<file path="src/rtl/miriscv_lsu_pkg.sv">
// Shared definitions for the load/store unit: access size codes as decoded
// from the instruction funct3 field, and the LSU transaction FSM states.
package miriscv_lsu_pkg;

  typedef enum logic [2:0] {
    LDST_B  = 3'b000,
    LDST_H  = 3'b001,
    LDST_W  = 3'b010,
    LDST_BU = 3'b100,
    LDST_HU = 3'b101
  } ldst_size_e;

  typedef enum logic [1:0] {
    ST_IDLE,
    ST_REQ,
    ST_RESP,
    ST_DONE
  } lsu_state_e;

endpackage

</file>
<file path="src/rtl/miriscv_lsu_if.sv">
// Data-memory bus between the LSU (master) and memory (slave).
//   data_req_o/we_o/be_o/addr_o/wdata_o : request fields driven by the LSU
//   data_gnt_i    : request accepted by memory
//   data_rvalid_i : response valid (read data or store acknowledge)
//   data_rdata_i  : read data, word aligned
interface miriscv_lsu_if;
  logic        data_req_o;
  logic        data_we_o;
  logic [3:0]  data_be_o;
  logic [31:0] data_addr_o;
  logic [31:0] data_wdata_o;
  logic        data_gnt_i;
  logic        data_rvalid_i;
  logic [31:0] data_rdata_i;

  modport master (
    output data_req_o, data_we_o, data_be_o, data_addr_o, data_wdata_o,
    input  data_gnt_i, data_rvalid_i, data_rdata_i
  );

  modport slave (
    input  data_req_o, data_we_o, data_be_o, data_addr_o, data_wdata_o,
    output data_gnt_i, data_rvalid_i, data_rdata_i
  );
endinterface

</file>
<file path="src/rtl/miriscv_lsu_align.sv">
// Combinational lane logic for the LSU.
//   Request side : we/size/offset/wdata -> err (illegal or misaligned),
//                  be (byte enables), bus_wdata (lane-replicated store data)
//   Response side: rsize/roffset (latched at issue) + rdata -> rdata_ext
//                  (shifted down to lane 0, sign- or zero-extended)
module miriscv_lsu_align
  import miriscv_lsu_pkg::*;
(
  input  logic        we,
  input  logic [2:0]  size,
  input  logic [1:0]  offset,
  input  logic [31:0] wdata,
  output logic        err,
  output logic [3:0]  be,
  output logic [31:0] bus_wdata,
  input  logic [2:0]  rsize,
  input  logic [1:0]  roffset,
  input  logic [31:0] rdata,
  output logic [31:0] rdata_ext
);

  logic [31:0] shifted;

  always_comb begin
    err = 1'b0;
    case (size)
      LDST_B:  err = 1'b0;
      LDST_BU: err = we;
      LDST_H:  err = offset[0];
      LDST_HU: err = we | offset[0];
      LDST_W:  err = |offset;
      default: err = 1'b1;
    endcase
  end

  // size[1:0] alone selects the lane width; illegal codes are masked by err.
  always_comb begin
    be        = 4'b1111;
    bus_wdata = wdata;
    case (size[1:0])
      2'b00: begin
        be        = 4'b0001 << offset;
        bus_wdata = {4{wdata[7:0]}};
      end
      2'b01: begin
        be        = offset[1] ? 4'b1100 : 4'b0011;
        bus_wdata = {2{wdata[15:0]}};
      end
      default: begin
        be        = 4'b1111;
        bus_wdata = wdata;
      end
    endcase
  end

  always_comb begin
    shifted   = rdata >> {roffset, 3'b000};
    rdata_ext = shifted;
    case (rsize)
      LDST_B:  rdata_ext = {{24{shifted[7]}}, shifted[7:0]};
      LDST_BU: rdata_ext = {24'h0, shifted[7:0]};
      LDST_H:  rdata_ext = {{16{shifted[15]}}, shifted[15:0]};
      LDST_HU: rdata_ext = {16'h0, shifted[15:0]};
      default: rdata_ext = shifted;
    endcase
  end

endmodule

</file>
<file path="src/rtl/miriscv_lsu.sv">
// Load/store unit controller: accepts one memory operation per instruction,
// runs a req/gnt/rvalid transaction on the data bus and stalls the core
// until it completes.
//   clk_i, rstn_i     : clock, synchronous active-low reset
//   lsu_req_i/we_i/size_i/addr_i/data_i : operation from decode/execute
//   lsu_data_o        : extended load result (registered)
//   lsu_stall_req_o   : pipeline stall request (combinational)
//   lsu_err_o         : illegal size or misaligned access (combinational)
//   bus               : data-memory bus, master side
module miriscv_lsu
  import miriscv_lsu_pkg::*;
(
  input  logic         clk_i,
  input  logic         rstn_i,
  input  logic         lsu_req_i,
  input  logic         lsu_we_i,
  input  logic [2:0]   lsu_size_i,
  input  logic [31:0]  lsu_addr_i,
  input  logic [31:0]  lsu_data_i,
  output logic [31:0]  lsu_data_o,
  output logic         lsu_stall_req_o,
  output logic         lsu_err_o,
  miriscv_lsu_if.master bus
);

  lsu_state_e  state, state_next;
  logic        accept, resp_take;

  logic        op_err;
  logic [3:0]  op_be;
  logic [31:0] op_wdata, load_ext;

  logic        data_req, data_we;
  logic [3:0]  data_be;
  logic [31:0] data_addr, data_wdata;
  logic [2:0]  lat_size;
  logic [1:0]  lat_off;

  miriscv_lsu_align u_align (
    .we        (lsu_we_i),
    .size      (lsu_size_i),
    .offset    (lsu_addr_i[1:0]),
    .wdata     (lsu_data_i),
    .err       (op_err),
    .be        (op_be),
    .bus_wdata (op_wdata),
    .rsize     (lat_size),
    .roffset   (lat_off),
    .rdata     (bus.data_rdata_i),
    .rdata_ext (load_ext)
  );

  always_ff @(posedge clk_i) begin
    if (!rstn_i) state <= ST_IDLE;
    else         state <= state_next;
  end

  // rvalid is only honoured in RESP, so stray or same-cycle-as-gnt
  // responses never advance the FSM.
  always_comb begin
    state_next = state;
    accept     = 1'b0;
    resp_take  = 1'b0;
    unique case (state)
      ST_IDLE: if (lsu_req_i && !op_err) begin
        accept     = 1'b1;
        state_next = ST_REQ;
      end
      ST_REQ:  if (bus.data_gnt_i) state_next = ST_RESP;
      ST_RESP: if (bus.data_rvalid_i) begin
        resp_take  = 1'b1;
        state_next = ST_DONE;
      end
      ST_DONE: state_next = ST_IDLE;
    endcase
  end

  assign lsu_err_o       = lsu_req_i & op_err;
  assign lsu_stall_req_o = lsu_req_i & ~lsu_err_o & (state != ST_DONE);

  always_ff @(posedge clk_i) begin
    if (!rstn_i) begin
      data_req   <= 1'b0;
      data_we    <= 1'b0;
      data_be    <= '0;
      data_addr  <= '0;
      data_wdata <= '0;
      lat_size   <= '0;
      lat_off    <= '0;
      lsu_data_o <= '0;
    end else begin
      if (accept) begin
        data_req   <= 1'b1;
        data_we    <= lsu_we_i;
        data_be    <= op_be;
        data_addr  <= {lsu_addr_i[31:2], 2'b00};
        data_wdata <= op_wdata;
        lat_size   <= lsu_size_i;
        lat_off    <= lsu_addr_i[1:0];
      end
      if (state == ST_REQ && bus.data_gnt_i) data_req <= 1'b0;
      if (resp_take && !data_we) lsu_data_o <= load_ext;
    end
  end

  assign bus.data_req_o   = data_req;
  assign bus.data_we_o    = data_we;
  assign bus.data_be_o    = data_be;
  assign bus.data_addr_o  = data_addr;
  assign bus.data_wdata_o = data_wdata;

endmodule

</file>
<file path="src/flat_wrapper.sv">
// flat-port wrapper written by rule: the top's interface ports become plain ports
module miriscv_lsu_flat import miriscv_lsu_pkg::*;
  (clk_i, rstn_i, lsu_req_i, lsu_we_i, lsu_size_i, lsu_addr_i, lsu_data_i, lsu_data_o, lsu_stall_req_o, lsu_err_o, bus_data_req_o, bus_data_we_o, bus_data_be_o, bus_data_addr_o, bus_data_wdata_o, bus_data_gnt_i, bus_data_rvalid_i, bus_data_rdata_i);
  miriscv_lsu_if bus_i ();
  input  logic clk_i;
  input  logic rstn_i;
  input  logic lsu_req_i;
  input  logic lsu_we_i;
  input  logic [2:0] lsu_size_i;
  input  logic [31:0] lsu_addr_i;
  input  logic [31:0] lsu_data_i;
  output logic [31:0] lsu_data_o;
  output logic lsu_stall_req_o;
  output logic lsu_err_o;
  output wire logic [$bits(bus_i.data_req_o)-1:0] bus_data_req_o;
  output wire logic [$bits(bus_i.data_we_o)-1:0] bus_data_we_o;
  output wire logic [$bits(bus_i.data_be_o)-1:0] bus_data_be_o;
  output wire logic [$bits(bus_i.data_addr_o)-1:0] bus_data_addr_o;
  output wire logic [$bits(bus_i.data_wdata_o)-1:0] bus_data_wdata_o;
  input wire logic [$bits(bus_i.data_gnt_i)-1:0] bus_data_gnt_i;
  input wire logic [$bits(bus_i.data_rvalid_i)-1:0] bus_data_rvalid_i;
  input wire logic [$bits(bus_i.data_rdata_i)-1:0] bus_data_rdata_i;
  assign bus_data_req_o = bus_i.data_req_o;
  assign bus_data_we_o = bus_i.data_we_o;
  assign bus_data_be_o = bus_i.data_be_o;
  assign bus_data_addr_o = bus_i.data_addr_o;
  assign bus_data_wdata_o = bus_i.data_wdata_o;
  assign bus_i.data_gnt_i = bus_data_gnt_i;
  assign bus_i.data_rvalid_i = bus_data_rvalid_i;
  assign bus_i.data_rdata_i = bus_data_rdata_i;
  miriscv_lsu u_core (.clk_i(clk_i), .rstn_i(rstn_i), .lsu_req_i(lsu_req_i), .lsu_we_i(lsu_we_i), .lsu_size_i(lsu_size_i), .lsu_addr_i(lsu_addr_i), .lsu_data_i(lsu_data_i), .lsu_data_o(lsu_data_o), .lsu_stall_req_o(lsu_stall_req_o), .lsu_err_o(lsu_err_o), .bus(bus_i));
endmodule
</file>
<file path="config.mk">
export PLATFORM = sky130hd
export DESIGN_NAME = miriscv_lsu_flat
export DESIGN_NICKNAME = d
export VERILOG_FILES = /design/src/rtl/miriscv_lsu_pkg.sv /design/src/rtl/miriscv_lsu_if.sv /design/src/rtl/miriscv_lsu_align.sv /design/src/rtl/miriscv_lsu.sv /design/src/flat_wrapper.sv
export SDC_FILE = /design/constraint.sdc
export NUM_CORES = 1
export LEC_CHECK = 0
export ABC_CLOCK_PERIOD_IN_PS = 5000
export BUFFER_PORTS_ARGS = -buffer_cell sky130_fd_sc_hd__buf_4
export CAP_MARGIN = 10
export CELL_PAD_IN_SITES_DETAIL_PLACEMENT = 0
export CELL_PAD_IN_SITES_GLOBAL_PLACEMENT = 2
export CORE_ASPECT_RATIO = 0.75
export CORE_MARGIN = 8
export CORE_UTILIZATION = 28
export CTS_CLUSTER_DIAMETER = 120
export DETAILED_ROUTE_END_ITERATION = 7
export PLACE_DENSITY_LB_ADDON = 0.1
export REMOVE_ABC_BUFFERS = 1
export SYNTH_ARGS = -nofsm -noshare
export SYNTH_HDL_FRONTEND = slang
export SYNTH_SLANG_ARGS = --single-unit
export TNS_END_PERCENT = 10
</file>
<file path="constraint.sdc">
create_clock -name clk_i -period 5 [get_ports clk_i]
set_clock_uncertainty 0.05 [all_clocks]
set_input_delay 0.5 -clock clk_i [delete_from_list [all_inputs] [get_ports clk_i]]
set_output_delay 0.5 -clock clk_i [all_outputs]
set_load 0.05 [all_outputs]
</file>
==> key figures, run 1 <==
Timing
  • Worst hold margin: 0.3437 ns
  • Worst setup slack after layout: 2.563 ns
  • Total setup violations reported at the end of the flow: 0
  • Relative max-transition margin: 24.71%
  • Clock period minus worst slack: 2.437 ns
  • Setup total negative slack: 0 ns
  • Final Hold Vio Count: 0
  • Measured slew at the worst slew-check pin: 1.126 ns
  • Unrepaired setup endpoints after global routing: false
  • Final Max Tran Viols: 0
  • Maximum achievable frequency: 410.3 MHz
  • Final cycle utilization of the critical path: 48.75%

Synthesis
  • Mapped Area: 0.004930 mm2
  • Area share of the leading cell type in the synthesized netlist: 43.45%
  • YS warnings: 0
  • Count of flip-flops with a built-in enable after synthesis: 0
  • Post-synthesis average cell area: 8.441 um2
  • Number of distinct standard cells referenced by the synthesized netlist: 40
  • Most frequently used cell type in the post-synthesis netlist: sky130_fd_sc_hd__nand2_1
  • Synth Register Bits: 107
  • Top post-synthesis cells by area: sky130_fd_sc_hd__dfxtp_1, sky130_fd_sc_hd__nand2_1, sky130_fd_sc_hd__a21boi_1
  • Most common flop cell mapped by yosys: sky130_fd_sc_hd__dfxtp_1
  • Cell taking the most area after synthesis: sky130_fd_sc_hd__dfxtp_1
  • Gate count of the mapped netlist: 584
  • Sequential share of the synthesized area: 43.45%
  • Leading cell types by count after synthesis: sky130_fd_sc_hd__nand2_1, sky130_fd_sc_hd__dfxtp_1, sky130_fd_sc_hd__a21boi_1
  • Share of synthesized flip-flops with an asynchronous set or reset: 0%

Global route
  • Overflow after GRT: 0
  • Pin count of the biggest net entering global routing: 109
  • Vias in the first global route: 4,857
  • Overall Global Routing Usage: 15.04%
  • Wire length of the first global-routing pass: 26.38 mm
  • Initial antenna violation count: 0

Pwr
  • Max IR drop VDD: 0.1744 mV
  • Combinational fraction of design power: 34.2%
  • Clock power share: 27.5%
  • Sequential Power Share: 38.2%
  • Power per cell area: 382.6 mW/mm2
  • Sw power: 0.9875 mW
  • Static Leak: 3.123 nW
  • Total power draw: 2.639 mW
  • Internal power component: 1.651 mW
  • Switching power share of the total: 37.42%

Floorplanning
  • Die X-Extent: 169.2 um
  • Core region area: 0.01745 mm2
  • Full die area: 0.02215 mm2
  • Number of placement rows: 42
  • Die Y: 130.9 um
  • I/O pin count: 209
  • Starting density of the core: 28.26%

Layout
  • Nets: 865
  • Layout cell share with drive strength beyond 1: 31.93%
  • Area Overhead vs Synth: 39.90%
  • Diodes inserted: 0

CTS
  • Clock transition time at the flip-flop clock pins of the worst setup and hold paths: 0.07 ns
  • Buffer levels on the longest clock path: 2
  • Number of hold-repair buffers added at the cts stage: 0
  • Clock insertion delay at the later pin of the skew report: 0.34 ns
  • Post-cts gate resize count: 0
  • Root buffer cell: sky130_fd_sc_hd__clkbuf_16
  • Inserted Clock Buffers: 9
  • H-tree levels: 3
  • Clock tree from TritonCTS: done
  • Number of sinks handled by clock tree synthesis: 107
  • Post-CTS setup-driven buffer insertion count: 0

Setup path
  • Crit path buffers/inverters: 1
  • Critical path start-end classification: flip-flop to flip-flop
  • Worst EP arrival: 2.60 ns
  • Crit path largest cell delay: 0.70 ns
  • Required time worst endpoint: 5.16 ns
  • Nature of the critical path startpoint: flip-flop
  • Category of the worst setup path capture point: flip-flop
  • Critical path cell sequence: clkinv_1, mux2i_1, o31a_1, a21oi_1
  • Master of the slowest instance on the critical path: sky130_fd_sc_hd__dfxtp_1
  • Worst-path fanout max: 16
  • Crit path max-delay family: flip-flops

Detailed routing
  • Final wirelength: 16.82 mm
  • Number of detailed-routing iterations run before antenna repair: 4
  • Post-route DRC: 0
  • Total via count in the routed design: 4,651
  • Wire per inst: 16.77 um
  • Remaining number of nets flagged by the antenna check after routing: 0
  • Drt first-iter violations: 218
  • Mean number of vias per cell: 4.637

Placement
  • Placement-stage worst setup slack: 2.284 ns
  • Gp weighted congestion: 0.7320
  • Post-detailed-placement half-perimeter wirelength: 11.94 mm
  • Count of input and output buffers: 206

Run
  • Max-cap check violation count: 0

Outcome
  • Status: completed

Hold path
  • Type of the worst min-delay path: primary input to flip-flop
==> worst reg2reg max path: cells and delay by family, from the launching register on <==
family                 cells  cell delay [ns]
AOI/OAI and AO/OA          2             0.55
muxes                      1             0.38
buffers and inverters      1             0.63
DFF                        1             0.70
==> cell type report <==
cell class	count	area, um2
Tap cell	242	302.8
Fill cell	1883	10550
Sequential cell	107	2142
Clock inverter	4	50.05
Inverter	5	18.77
Clock buffer	12	246.5
Timing Repair Buffer	210	1577
Multi-Input combinational cell	423	2560
==> power by group through the flow <==
stage	Combinational [mW]	Clock (mW)	Sequential [mW]
2_1_floorplan	0.284	0	1.31
3_3_place_gp	0.905	0	1.02
3_5_place_dp	0.914	0	1.03
4_1_cts	0.916	0.754	1.01
5_1_grt	0.977	0.789	1.02
6_report	0.903	0.727	1.01
==> metal layers <==
layer	part of all wire [%]	global-route usage [%]	vias to the layer above
met4	1.3	4.048	0
met2	45	24.18	120
met5	0	0	-
li1	-	-	2348
met3	9.1	6.605	14
met1	44	18.13	2169
==> worst paths after layout <==
path / start / to / slack, ns / depth (start not counted)
max: u_core.lat_off[1]$_SDFFE_PN0P_ / u_core.lsu_data_o[11]$_SDFFE_PN0P_ / 2.56 / 4
min: lsu_addr_i[3] / u_core.bus.data_addr_o[3]$_SDFFE_PN0P_ / 0.34 / 3
min reg2reg: u_core.bus.data_wdata_o[1]$_SDFFE_PN0P_ / u_core.bus.data_wdata_o[1]$_SDFFE_PN0P_ / 0.40 / 2
max reg2reg: u_core.lat_off[1]$_SDFFE_PN0P_ / u_core.lsu_data_o[11]$_SDFFE_PN0P_ / 2.56 / 4
==> metrics by stage <==
step | cell area, um2 | util (%) | cells
finish | 6897 | 39.53 | 1003
global route | 6897 | 39.53 | 1003
CTS | 6897 | 39.53 | 1003
detailed placement | 6600 | 37.83 | 987
global placement | 6600 | 37.83 | 987
floorplan | 4702 | - | 535
==> state kept, by name, summed over array words and instances, names as in the netlist <==
| name | count |
|---|---|
| u_core.bus.data_addr_o | 30 |
| u_core.bus.data_be_o | 4 |
| u_core.bus.data_req_o | 1 |
| u_core.bus.data_wdata_o | 32 |
| u_core.bus.data_we_o | 1 |
| u_core.lat_off | 2 |
| u_core.lat_size | 3 |
| u_core.lsu_data_o | 32 |
| u_core.state | 2 |
==> logic make-up after synthesis <==
logic type | share of synthesized area (%)
other | 0.07607
adder cells (fa/ha/maj) | 1.015
AO/OA/AOI/OAI | 25.33
buffers and inverters | 5.076
flip-flops | 43.45
multiplexers | 9.239
AND/OR/NAND/NOR | 15.81
==> placed cells by master (no fill, tap or decap), types with 2 or more instances in the layout <==
cell type                    instances
sky130_fd_sc_hd__buf_4             210
sky130_fd_sc_hd__clkinvlp_4          2
sky130_fd_sc_hd__mux2i_1            32
sky130_fd_sc_hd__a21oi_1            42
sky130_fd_sc_hd__nor2b_1             5
sky130_fd_sc_hd__clkbuf_16           9
sky130_fd_sc_hd__o211a_1            19
sky130_fd_sc_hd__nand2b_1            2
sky130_fd_sc_hd__o2bb2ai_1           7
sky130_fd_sc_hd__dfxtp_1           107
sky130_fd_sc_hd__a21boi_0            8
sky130_fd_sc_hd__nor2_1              9
sky130_fd_sc_hd__o211ai_1            7
sky130_fd_sc_hd__clkbuf_1            2
sky130_fd_sc_hd__nand2_1           156
sky130_fd_sc_hd__a21boi_1           51
sky130_fd_sc_hd__nand3_1             8
sky130_fd_sc_hd__o21ai_0            41
sky130_fd_sc_hd__mux2_2             10
sky130_fd_sc_hd__conb_1              2
sky130_fd_sc_hd__nor3b_1             2
sky130_fd_sc_hd__o31a_1              2
sky130_fd_sc_hd__ha_1                4
sky130_fd_sc_hd__inv_1               4
Note: power is estimated with default switching activity, not from simulation.
==> inputs of run 2 (changes only) <==
Settings changed: ABC_CLOCK_PERIOD_IN_PS 5000 to 2500, CORE_UTILIZATION 28 to 26.
Clock period 5 ns to 2.5 ns, I/O delays scaled along.
==> key figures, run 2 (synthesized netlist as in run 1, its figures left out) <==
Outcome
  • Status: completed (unchanged)

Layout
  • Fill cell instance count of the final layout: 1,968 (was 1,883)
  • Most frequent cells in the layout: sky130_fd_sc_hd__buf_4, sky130_fd_sc_hd__nand2_1, sky130_fd_sc_hd__dfxtp_1 (unchanged)
  • Area Overhead vs Synth: 42.79% (was 39.90%)
  • Nets: 875 (was 865)
  • Layout cell share with drive strength beyond 1: 32.94% (was 31.93%)
  • Most common cell after layout, fill and taps aside: sky130_fd_sc_hd__buf_4 (unchanged)

Timing
  • Unrepaired setup endpoints after global routing: false (unchanged)
  • Measured slew at the worst slew-check pin: 0.8548 ns (was 1.126 ns)
  • Total setup violations reported at the end of the flow: 0 (unchanged)
  • Clock period minus worst slack: 2.071 ns (was 2.437 ns)
  • Maximum achievable frequency: 482.8 MHz (was 410.3 MHz)
  • Setup total negative slack: 0 ns (unchanged)
  • Worst setup slack after layout: 0.4287 ns (was 2.563 ns)
  • Final Hold Vio Count: 0 (unchanged)
  • Final Max Tran Viols: 0 (unchanged)
  • Relative max-transition margin: 42.89% (was 24.71%)
  • Final cycle utilization of the critical path: 82.85% (was 48.75%)

Pwr
  • Static Leak: 3.192 nW (was 3.123 nW)
  • Power per cell area: 762.4 mW/mm2 (was 382.6 mW/mm2)
  • Max IR drop VDD: 0.3512 mV (was 0.1744 mV)

Floorplanning
  • Full die area: 0.02367 mm2 (was 0.02215 mm2)
  • I/O pin count: 209 (unchanged)
  • Die Y: 135.3 um (was 130.9 um)
  • Number of placement rows: 43 (was 42)
  • Core region area: 0.01856 mm2 (was 0.01745 mm2)
  • Starting density of the core: 26.56% (was 28.26%)
  • Die X-Extent: 175 um (was 169.2 um)

Hold path
  • Launch instance of the worst min-delay path: lsu_addr_i[31] (was lsu_addr_i[3])
  • Type of the worst min-delay path: primary input to flip-flop (unchanged)
  • Number of stages on the worst hold path: 3 (unchanged)
  • Capture endpoint of the worst hold path: u_core.bus.data_addr_o[31]$_SDFFE_PN0P_ (was u_core.bus.data_addr_o[3]$_SDFFE_PN0P_)

Run
  • Max-cap check violation count: 0 (unchanged)

Global route
  • Overall Global Routing Usage: 14.59% (was 15.04%)
  • Vias in the first global route: 4,830 (was 4,857)
  • Overflow after GRT: 0 (unchanged)
  • Pin count of the biggest net entering global routing: 109 (unchanged)
  • Initial antenna violation count: 1 (was 0)
  • Wire length of the first global-routing pass: 27.61 mm (was 26.38 mm)

CTS
  • Buffer levels on the longest clock path: 2 (unchanged)
  • Inserted Clock Buffers: 9 (unchanged)
  • Clock tree from TritonCTS: done (unchanged)
  • Clock transition time at the flip-flop clock pins of the worst setup and hold paths: 0.07 ns (about the same)
  • Number of sinks handled by clock tree synthesis: 107 (unchanged)
  • Root buffer cell: sky130_fd_sc_hd__clkbuf_16 (unchanged)
  • Clock insertion delay at the later pin of the skew report: 0.35 ns (was 0.34 ns)
  • Number of hold-repair buffers added at the cts stage: 0 (unchanged)
  • H-tree levels: 3 (unchanged)
  • Post-CTS setup-driven buffer insertion count: 0 (unchanged)
  • Post-cts gate resize count: 0 (unchanged)

Detailed routing
  • Post-route DRC: 0 (unchanged)
  • Met2 wirelength from detailed routing: 8.061 mm (was 7.601 mm)
  • Drt first-iter violations: 278 (was 218)
  • Mean number of vias per cell: 4.593 (was 4.637)
  • WL met3: 1.578 mm (was 1.529 mm)
  • Final wirelength: 17.65 mm (was 16.82 mm)
  • Routed metal-1 wirelength: 7.804 mm (was 7.466 mm)
  • Total via count in the routed design: 4,680 (was 4,651)
  • Remaining number of nets flagged by the antenna check after routing: 0 (unchanged)
  • Number of detailed-routing iterations run before antenna repair: 6 (was 4)
  • Highest layer used for signal routing: met4 (unchanged)
  • Wire per inst: 17.32 um (was 16.77 um)

Setup path
  • Worst R2R Start: u_core.lat_off[1]$_SDFFE_PN0P_ (unchanged)
  • Worst EP arrival: 2.31 ns (was 2.60 ns)
  • Worst-path fanout max: 13 (was 16)
  • Category of the worst setup path capture point: flip-flop (unchanged)
  • Required time worst endpoint: 2.74 ns (was 5.16 ns)
  • Worst Reg2Reg Path Length in Cells: 5 (was 4)
  • FF-to-FF End: u_core.lsu_data_o[24]$_SDFFE_PN0P_ (was u_core.lsu_data_o[11]$_SDFFE_PN0P_)
  • Critical path start-end classification: flip-flop to flip-flop (unchanged)
  • R2r setup slk: 0.43 ns (was 2.56 ns)
  • Nature of the critical path startpoint: flip-flop (unchanged)

Placement
  • Post-detailed-placement half-perimeter wirelength: 12.79 mm (was 11.94 mm)
  • Count of input and output buffers: 206 (unchanged)
  • Gp weighted congestion: 0.7508 (was 0.7320)
  • Placement-stage worst setup slack: 0.4611 ns (was 2.284 ns)
[run 2: cell types whose count changed in the layout (fill, tap and decap cells not counted), sizes merged]
cell | before | now
buf | 210 | 220
clkbuf | 12 | 11
clkinv | 2 | 3
diode | 0 | 1
[run 2: final cells by class]
type,instances,area (um2),area share (%)
clock inverter,5,62.56,0.8887
clock buffer,11,242.7,3.448
timing repair buffer,220,1702,24.17
tap,247,309.0,4.390
inverter,5,18.77,0.2666
multi-input combinational,423,2560,36.37
antenna,1,2.502,0.03555
sequential,107,2142,30.43
[run 2: worst max-delay path by stage]
stage | from | end | slack (ns) | cells after the start
finish | u_core.lat_off[1]$_SDFFE_PN0P_ | u_core.lsu_data_o[24]$_SDFFE_PN0P_ | 0.43 | 5
global route | u_core.lat_off[1]$_SDFFE_PN0P_ | u_core.lsu_data_o[28]$_SDFFE_PN0P_ | 0.28 | 5
CTS | u_core.lat_off[1]$_SDFFE_PN0P_ | u_core.lsu_data_o[31]$_SDFFE_PN0P_ | 0.43 | 5
detailed placement | u_core.lat_off[1]$_SDFFE_PN0P_ | u_core.lsu_data_o[29]$_SDFFE_PN0P_ | 0.46 | 5
global placement | u_core.lat_off[1]$_SDFFE_PN0P_ | u_core.lsu_data_o[24]$_SDFFE_PN0P_ | 0.49 | 5
floorplan | lsu_size_i[2] | u_core.bus.data_wdata_o[10]$_SDFFE_PN0P_ | -0.07 | 4
[run 2: where the power goes]
part           total [mW]  switching, mW  internal, mW
clock                1.49          0.678         0.810
sequential           2.02          0.123          1.89
combinational        1.86           1.22         0.640
total                5.37           2.02          3.34
[run 2: routing by layer]
metal | track usage [%] | vias up
met5 | 0 | -
met4 | 4.086 | 0
met3 | 6.630 | 14
met2 | 22.96 | 123
met1 | 17.75 | 2180
li1 | - | 2363
[run 2: stage by stage]
stage	cell area [um2]	hold WS, ns	power [mW]	util, %	cells
2_1_floorplan	4702	0.3217	3.189	-	535
3_3_place_gp	6731	0.3917	3.924	36.27	1002
3_5_place_dp	6731	0.3992	3.945	36.27	1002
4_1_cts	7037	0.06843	5.468	37.91	1018
5_1_grt	7039	0.08004	5.672	37.92	1019
6_report	7039	0.08857	5.367	37.92	1019
[run 2: critical path: stages (launching register included)]
cell	delay [ns]
sky130_fd_sc_hd__dfxtp_1	0.51
sky130_fd_sc_hd__nor2b_1	0.20
sky130_fd_sc_hd__buf_4	0.22
sky130_fd_sc_hd__nor2b_1	0.71
sky130_fd_sc_hd__a21oi_1	0.16
sky130_fd_sc_hd__a21oi_1	0.17
